`src/rtl/riscv_pkg.sv`:
```
// Shared encodings for the multicycle RV32I control path: states, ALU ops,
// opcodes and datapath mux selects.
package riscv_pkg;

   localparam int unsigned STATE_W = 4;
   typedef logic [STATE_W-1:0] state_t;

   localparam state_t S_FETCH    = 4'd0;
   localparam state_t S_DECODE   = 4'd1;
   localparam state_t S_MEMADR   = 4'd2;
   localparam state_t S_MEMREAD  = 4'd3;
   localparam state_t S_MEMWB    = 4'd4;
   localparam state_t S_MEMWRITE = 4'd5;
   localparam state_t S_EXECR    = 4'd6;
   localparam state_t S_EXECI    = 4'd7;
   localparam state_t S_ALUWB    = 4'd8;
   localparam state_t S_BRANCH   = 4'd9;
   localparam state_t S_JAL      = 4'd10;
   localparam state_t S_JALR     = 4'd11;
   localparam state_t S_JALRLINK = 4'd12;
   localparam state_t S_LUI      = 4'd13;

   typedef enum logic [3:0] {
      ALU_ADD  = 4'd0,
      ALU_SUB  = 4'd1,
      ALU_AND  = 4'd2,
      ALU_OR   = 4'd3,
      ALU_XOR  = 4'd4,
      ALU_SLL  = 4'd5,
      ALU_SRL  = 4'd6,
      ALU_SRA  = 4'd7,
      ALU_SLT  = 4'd8,
      ALU_SLTU = 4'd9
   } alu_ctrl_t;

   // Operation class handed from the FSM to the ALU decoder
   typedef enum logic [1:0] {
      ALUOP_ADD    = 2'd0,
      ALUOP_BRANCH = 2'd1,
      ALUOP_FUNCT  = 2'd2
   } alu_op_t;

   localparam logic [6:0] OP_LOAD   = 7'b0000011;
   localparam logic [6:0] OP_STORE  = 7'b0100011;
   localparam logic [6:0] OP_OP     = 7'b0110011;
   localparam logic [6:0] OP_OPIMM  = 7'b0010011;
   localparam logic [6:0] OP_BRANCH = 7'b1100011;
   localparam logic [6:0] OP_JAL    = 7'b1101111;
   localparam logic [6:0] OP_JALR   = 7'b1100111;
   localparam logic [6:0] OP_LUI    = 7'b0110111;
   localparam logic [6:0] OP_AUIPC  = 7'b0010111;

   localparam logic [2:0] IMM_I = 3'd0;
   localparam logic [2:0] IMM_S = 3'd1;
   localparam logic [2:0] IMM_B = 3'd2;
   localparam logic [2:0] IMM_U = 3'd3;
   localparam logic [2:0] IMM_J = 3'd4;

   localparam logic [1:0] RES_ALUOUT = 2'd0;
   localparam logic [1:0] RES_MEM    = 2'd1;
   localparam logic [1:0] RES_ALU    = 2'd2;

   localparam logic [1:0] SRC_A_PC    = 2'd0;
   localparam logic [1:0] SRC_A_OLDPC = 2'd1;
   localparam logic [1:0] SRC_A_RS1   = 2'd2;
   localparam logic [1:0] SRC_A_ZERO  = 2'd3;

   localparam logic [1:0] SRC_B_RS2  = 2'd0;
   localparam logic [1:0] SRC_B_IMM  = 2'd1;
   localparam logic [1:0] SRC_B_FOUR = 2'd2;

endpackage

```
`src/rtl/alu_decoder.sv`:
```
// Maps the FSM's operation class plus funct fields to a concrete ALU operation.
module alu_decoder
   import riscv_pkg::*;
(
   input  logic [6:0] opcode,
   input  logic [2:0] funct3,
   input  logic       funct7_5,
   input  alu_op_t    alu_op,
   output alu_ctrl_t  alu_ctrl
);

   logic is_rtype;
   assign is_rtype = (opcode == OP_OP);

   always_comb begin
      alu_ctrl = ALU_ADD;
      case (alu_op)
         ALUOP_BRANCH: begin
            case (funct3[2:1])
               2'b10:   alu_ctrl = ALU_SLT;
               2'b11:   alu_ctrl = ALU_SLTU;
               default: alu_ctrl = ALU_SUB;
            endcase
         end
         // funct7_5 means SUB only for R-type; for shifts it selects SRA in both forms
         ALUOP_FUNCT: begin
            case (funct3)
               3'b000:  alu_ctrl = (is_rtype && funct7_5) ? ALU_SUB : ALU_ADD;
               3'b001:  alu_ctrl = ALU_SLL;
               3'b010:  alu_ctrl = ALU_SLT;
               3'b011:  alu_ctrl = ALU_SLTU;
               3'b100:  alu_ctrl = ALU_XOR;
               3'b101:  alu_ctrl = funct7_5 ? ALU_SRA : ALU_SRL;
               3'b110:  alu_ctrl = ALU_OR;
               default: alu_ctrl = ALU_AND;
            endcase
         end
         default: alu_ctrl = ALU_ADD;
      endcase
   end

endmodule

```
`src/rtl/multicycle_control.sv`:
```
// Control FSM for the multicycle RV32I core; outputs are combinational from
// state plus the memory handshake, branch flag and funct3.
module multicycle_control
   import riscv_pkg::*;
(
   input  logic       clk,
   input  logic       rst,
   input  logic [6:0] opcode,
   input  logic [2:0] funct3,
   input  logic       funct7_5,
   input  logic       alu_zero,
   input  logic       mem_ready,
   output logic       mem_req,
   output logic       mem_write,
   output logic       adr_src,
   output logic       ir_write,
   output logic       pc_write,
   output logic       reg_write,
   output logic [1:0] alu_src_a,
   output logic [1:0] alu_src_b,
   output logic [3:0] alu_ctrl,
   output logic [2:0] imm_src,
   output logic [1:0] result_sel,
   output logic       illegal_instr
);

   state_t    state, state_next;
   alu_op_t   alu_op;
   alu_ctrl_t dec_ctrl;
   logic      taken;

   alu_decoder u_alu_decoder (
      .opcode   (opcode),
      .funct3   (funct3),
      .funct7_5 (funct7_5),
      .alu_op   (alu_op),
      .alu_ctrl (dec_ctrl)
   );

   assign taken    = alu_zero ^ (funct3[2] ^ funct3[0]);
   assign alu_ctrl = rst ? 4'd0 : 4'(dec_ctrl);

   always_ff @(posedge clk) begin
      if (rst) state <= S_FETCH;
      else     state <= state_next;
   end

   always_comb begin
      state_next    = state;
      mem_req       = 1'b0;
      mem_write     = 1'b0;
      adr_src       = 1'b0;
      ir_write      = 1'b0;
      pc_write      = 1'b0;
      reg_write     = 1'b0;
      alu_src_a     = SRC_A_PC;
      alu_src_b     = SRC_B_RS2;
      alu_op        = ALUOP_ADD;
      result_sel    = RES_ALUOUT;
      illegal_instr = 1'b0;

      case (opcode)
         OP_STORE:         imm_src = IMM_S;
         OP_BRANCH:        imm_src = IMM_B;
         OP_LUI, OP_AUIPC: imm_src = IMM_U;
         OP_JAL:           imm_src = IMM_J;
         default:          imm_src = IMM_I;
      endcase

      case (state)
         S_FETCH: begin
            mem_req    = 1'b1;
            alu_src_b  = SRC_B_FOUR;
            result_sel = RES_ALU;
            ir_write   = mem_ready;
            pc_write   = mem_ready;
            if (mem_ready) state_next = S_DECODE;
         end
         // ALU_out <- oldPC + imm is precomputed here for branches, JAL and AUIPC
         S_DECODE: begin
            alu_src_a = SRC_A_OLDPC;
            alu_src_b = SRC_B_IMM;
            case (opcode)
               OP_LOAD, OP_STORE: state_next = S_MEMADR;
               OP_OP:             state_next = S_EXECR;
               OP_OPIMM:          state_next = S_EXECI;
               OP_BRANCH:         state_next = S_BRANCH;
               OP_JAL:            state_next = S_JAL;
               OP_JALR:           state_next = S_JALR;
               OP_LUI:            state_next = S_LUI;
               OP_AUIPC:          state_next = S_ALUWB;
               default: begin
                  state_next    = S_FETCH;
                  illegal_instr = 1'b1;
               end
            endcase
         end
         S_MEMADR: begin
            alu_src_a  = SRC_A_RS1;
            alu_src_b  = SRC_B_IMM;
            state_next = (opcode == OP_STORE) ? S_MEMWRITE : S_MEMREAD;
         end
         S_MEMREAD: begin
            mem_req = 1'b1;
            adr_src = 1'b1;
            if (mem_ready) state_next = S_MEMWB;
         end
         S_MEMWB: begin
            result_sel = RES_MEM;
            reg_write  = 1'b1;
            state_next = S_FETCH;
         end
         S_MEMWRITE: begin
            mem_req   = 1'b1;
            mem_write = 1'b1;
            adr_src   = 1'b1;
            if (mem_ready) state_next = S_FETCH;
         end
         S_EXECR: begin
            alu_src_a  = SRC_A_RS1;
            alu_src_b  = SRC_B_RS2;
            alu_op     = ALUOP_FUNCT;
            state_next = S_ALUWB;
         end
         S_EXECI: begin
            alu_src_a  = SRC_A_RS1;
            alu_src_b  = SRC_B_IMM;
            alu_op     = ALUOP_FUNCT;
            state_next = S_ALUWB;
         end
         S_ALUWB: begin
            result_sel = RES_ALUOUT;
            reg_write  = 1'b1;
            state_next = S_FETCH;
         end
         // funct3 01x has no branch encoding: never taken, flagged illegal
         S_BRANCH: begin
            alu_src_a  = SRC_A_RS1;
            alu_src_b  = SRC_B_RS2;
            alu_op     = ALUOP_BRANCH;
            result_sel = RES_ALUOUT;
            if (funct3[2:1] == 2'b01) illegal_instr = 1'b1;
            else                      pc_write      = taken;
            state_next = S_FETCH;
         end
         S_JAL: begin
            alu_src_a  = SRC_A_OLDPC;
            alu_src_b  = SRC_B_FOUR;
            result_sel = RES_ALUOUT;
            pc_write   = 1'b1;
            state_next = S_ALUWB;
         end
         S_JALR: begin
            alu_src_a  = SRC_A_RS1;
            alu_src_b  = SRC_B_IMM;
            result_sel = RES_ALU;
            pc_write   = 1'b1;
            state_next = S_JALRLINK;
         end
         S_JALRLINK: begin
            alu_src_a  = SRC_A_OLDPC;
            alu_src_b  = SRC_B_FOUR;
            state_next = S_ALUWB;
         end
         S_LUI: begin
            alu_src_a  = SRC_A_ZERO;
            alu_src_b  = SRC_B_IMM;
            state_next = S_ALUWB;
         end
         default: state_next = S_FETCH;
      endcase

      // Reset abandons any access in flight: nothing may request or write
      if (rst) begin
         mem_req       = 1'b0;
         mem_write     = 1'b0;
         adr_src       = 1'b0;
         ir_write      = 1'b0;
         pc_write      = 1'b0;
         reg_write     = 1'b0;
         alu_src_a     = 2'd0;
         alu_src_b     = 2'd0;
         imm_src       = 3'd0;
         result_sel    = 2'd0;
         illegal_instr = 1'b0;
      end
   end

endmodule

```
`config.mk`:
```
export PLATFORM = sky130hd
export DESIGN_NAME = multicycle_control
export DESIGN_NICKNAME = d
export VERILOG_FILES = /design/src/rtl/riscv_pkg.sv /design/src/rtl/alu_decoder.sv /design/src/rtl/multicycle_control.sv
export SDC_FILE = /design/constraint.sdc
export NUM_CORES = 1
export LEC_CHECK = 0
export CORE_UTILIZATION = 44
export CTS_CLUSTER_DIAMETER = 200
export DETAILED_ROUTE_END_ITERATION = 12
export GPL_ROUTABILITY_DRIVEN = 0
export PLACE_DENSITY_LB_ADDON = 0.1
export SKIP_CTS_REPAIR_TIMING = 1
export SLEW_MARGIN = 15
export SYNTH_ARGS = -nofsm -noshare
export SYNTH_HDL_FRONTEND = slang
export SYNTH_SLANG_ARGS = --single-unit
```
`constraint.sdc`:
```
create_clock -name clk -period 2.9 [get_ports clk]
set_input_delay 0.58 -clock clk [delete_from_list [all_inputs] [get_ports clk]]
set_output_delay 0.58 -clock clk [all_outputs]
set_load 0.02 [all_outputs]
```
==> metrics.csv <==
metric,value,unit
status,"finished, final reports clean",
r2r_slack,1300,ps
ios,35,
end_kind,primary output,
synth_cell_types,45,
n_fill_cell,159,
cts.sinks,4,
ant_nets,0,
tightest_slew,349,ps
drv_cap,0,
grt_max_degree,22,
yosys-mux-area-fraction,1.24,%
synth_xor_area_share,5.66,%
hold_viol_final,0,
worst-path-max-fanout,5,
min_period,2850,ps
top_register,state,
relSlewSlack,76.7,%
nNetsFinal,206,
clk_pin_slew_worst_paths,40,ps
firstDrtPassIters,4,
finClkSkew,10.2,ps
syn_avg_cell_area,6.66,sq um
drt-initial-drc-count,36,
start_kind,input pin,
clock_path_buffers,2,
dieHeight,47.4,um
setup_slack,54.4,ps
path_class,input pin to primary output,
fin_area,0.00145,sq mm
die_x,47.4,um
dpl-instance-area,0.00141,sq mm
wl,2780,um
synth-seq-cells,4,
areaGrowthSynthToFinish,60.5,%
synthesis.area,906,sq um
synthTopCellsByArea,"dfxtp_1 (8.8%), nor2_1 (7.0%), a21oi_1 (5.0%)",
wire_per_inst,13.0,um
h-tree-depth,1,
min_to,state[0],
track_usage,26.9,%
ctsRootBufferMaster,clkbuf_4,
synth-edff-count,0,
die_area,0.00224,sq mm
grt_pass1_wl,4330,um
overflow,0,
cp.arrival,2270,ps
hpwl,2110,um
core,0.00194,sq mm
power_density,179,mW/mm^2
leakage,0.000685,uW
r2r-end,state[2],
fmax,0.351,GHz
r2r_start,state[0],
worstHoldStart,state[3],
antenna_found_initial,0,
reg2regPathDepth,5,
cts_tree,yes,
synth_simple_gate_area_share,45.6,%
grt_pass1_vias,1001,
finalSetupViolCount,0,
synth_top_cell_by_area,dfxtp_1,
hp-class,flip-flop to flip-flop,
period_share,98.1,%
largest_register_ffs,4,
initial_utilization,46.6,%
clk_latency,250,ps
synth_cells,136,
required,2320,ps
yosysWarnings,0,
report.final.slew_viol_count,0,
post-place-ws,-209,ps
ys_seq_area_share,8.84,%
synth_adder_area_share,3.87,%
drive_gt1_share,19.3,%
rows,16,
ir_drop,0.000138,V
viasPerCell,5.64,
synth-main-ff-cell,dfxtp_1,
post-route-util,74.9,%
async_reset_ff_share,0,%
drc,0,
synth_compound_area_share,24.4,%
diodes,0,
synth_top_family_by_area,simple AND/OR/NAND/NOR gates,
numCtsBuffers,3,
port_buffers,34,
top_regs,state (4),
syn_nets,153,
synthDominantCellAreaShare,8.84,%
rsz0062_at_grt,false,
min_path_cells,3,
vias,1206,
## logic make-up after synthesis
group / Yosys count
xor gates and xnor gates: 5
and+or+nand+nor: 71
DFF: 4
muxes: 1
AOI/OAI and AO/OA: 33
adders and majority gates: 3
buffers and inverters: 19
## layout by cell type, fill, tap and decap left out, types with 5 or more instances in the layout
cell	synthesis	layout
a21oi_1	9	9
buf_4	1	27
clkdlybuf4s50_1	0	26
dlymetal6s2s_1	0	8
inv_1	6	6
nand2_1	9	9
nand2b_1	7	7
nand3_1	6	6
nand3b_1	6	6
nor2_1	17	17
nor3_1	6	6
nor4_1	5	5
## power breakdown
part / switching [uW] / leakage (uW) / internal, uW
logic: 59.5 / 0.000639 / 68.5
clock network: 27.3 / 0.0000138 / 46.6
registers: 2.55 / 0.0000325 / 56.4
total: 89.4 / 0.000685 / 172
## routing by layer
layer | share of wire [%] | global-route usage, % | vias up
met5 | 0 | 0 | -
met4 | 1.5 | 9.71 | 0
met3 | 5.1 | 3.85 | 7
met2 | 49 | 44.7 | 48
met1 | 45 | 35.2 | 544
li1 | - | - | 607
## how the worst max path moves through the flow
| stage | start | endpoint | slack [ps] | cells after the start |
|---|---|---|---|---|
| floorplan | state[1] | alu_ctrl[0] | 280 | 9 |
| CTS | rst | illegal_instr | -240 | 6 |
| detailed placement | rst | illegal_instr | -210 | 6 |
| finish | opcode[6] | imm_src[0] | 50 | 5 |
| global placement | rst | illegal_instr | -220 | 6 |
| global route | rst | adr_src | 2 | 5 |
## synthesized netlist by cell type, drive strengths merged, types with 3 or more instances
library cell and count:
nor2 17, buf 10, a21oi 9, nand2 9, nor3 8, nand2b 7, inv 6, nand3 6
nand3b 6, nor4 5, a211oi 4, dfxtp 4, nor4b 4, o21ai 4, clkbuf 3, xor2 3
## per-stage QoR
step           hold WS [ps]  power, uW  setup TNS, ps  instances
2_1_floorplan           602        120              0        136
3_3_place_gp            767        184           -341        211
3_5_place_dp            764        187           -308        211
4_1_cts                 758        261           -373        214
5_1_grt                 787        278              0        214
6_report                763        261              0        214
## worst max-delay path, stage by stage
cell,delay (ps)
clkdlybuf4s50_1,470
buf_4,180
buf_4,130
nor4_1,260
clkdlybuf4s50_1,650
## cell type report
class | instances | area [sq um] | share of cell area, %
Multi-Input combinational cell | 113 | 732 | 50.3
Clock buffer | 3 | 22.5 | 1.55
Tap cell | 27 | 33.8 | 2.32
Sequential cell | 4 | 80.1 | 5.51
Inverter | 6 | 22.5 | 1.55
Timing Repair Buffer | 61 | 563 | 38.7
Power figures use the tool's default switching activity.
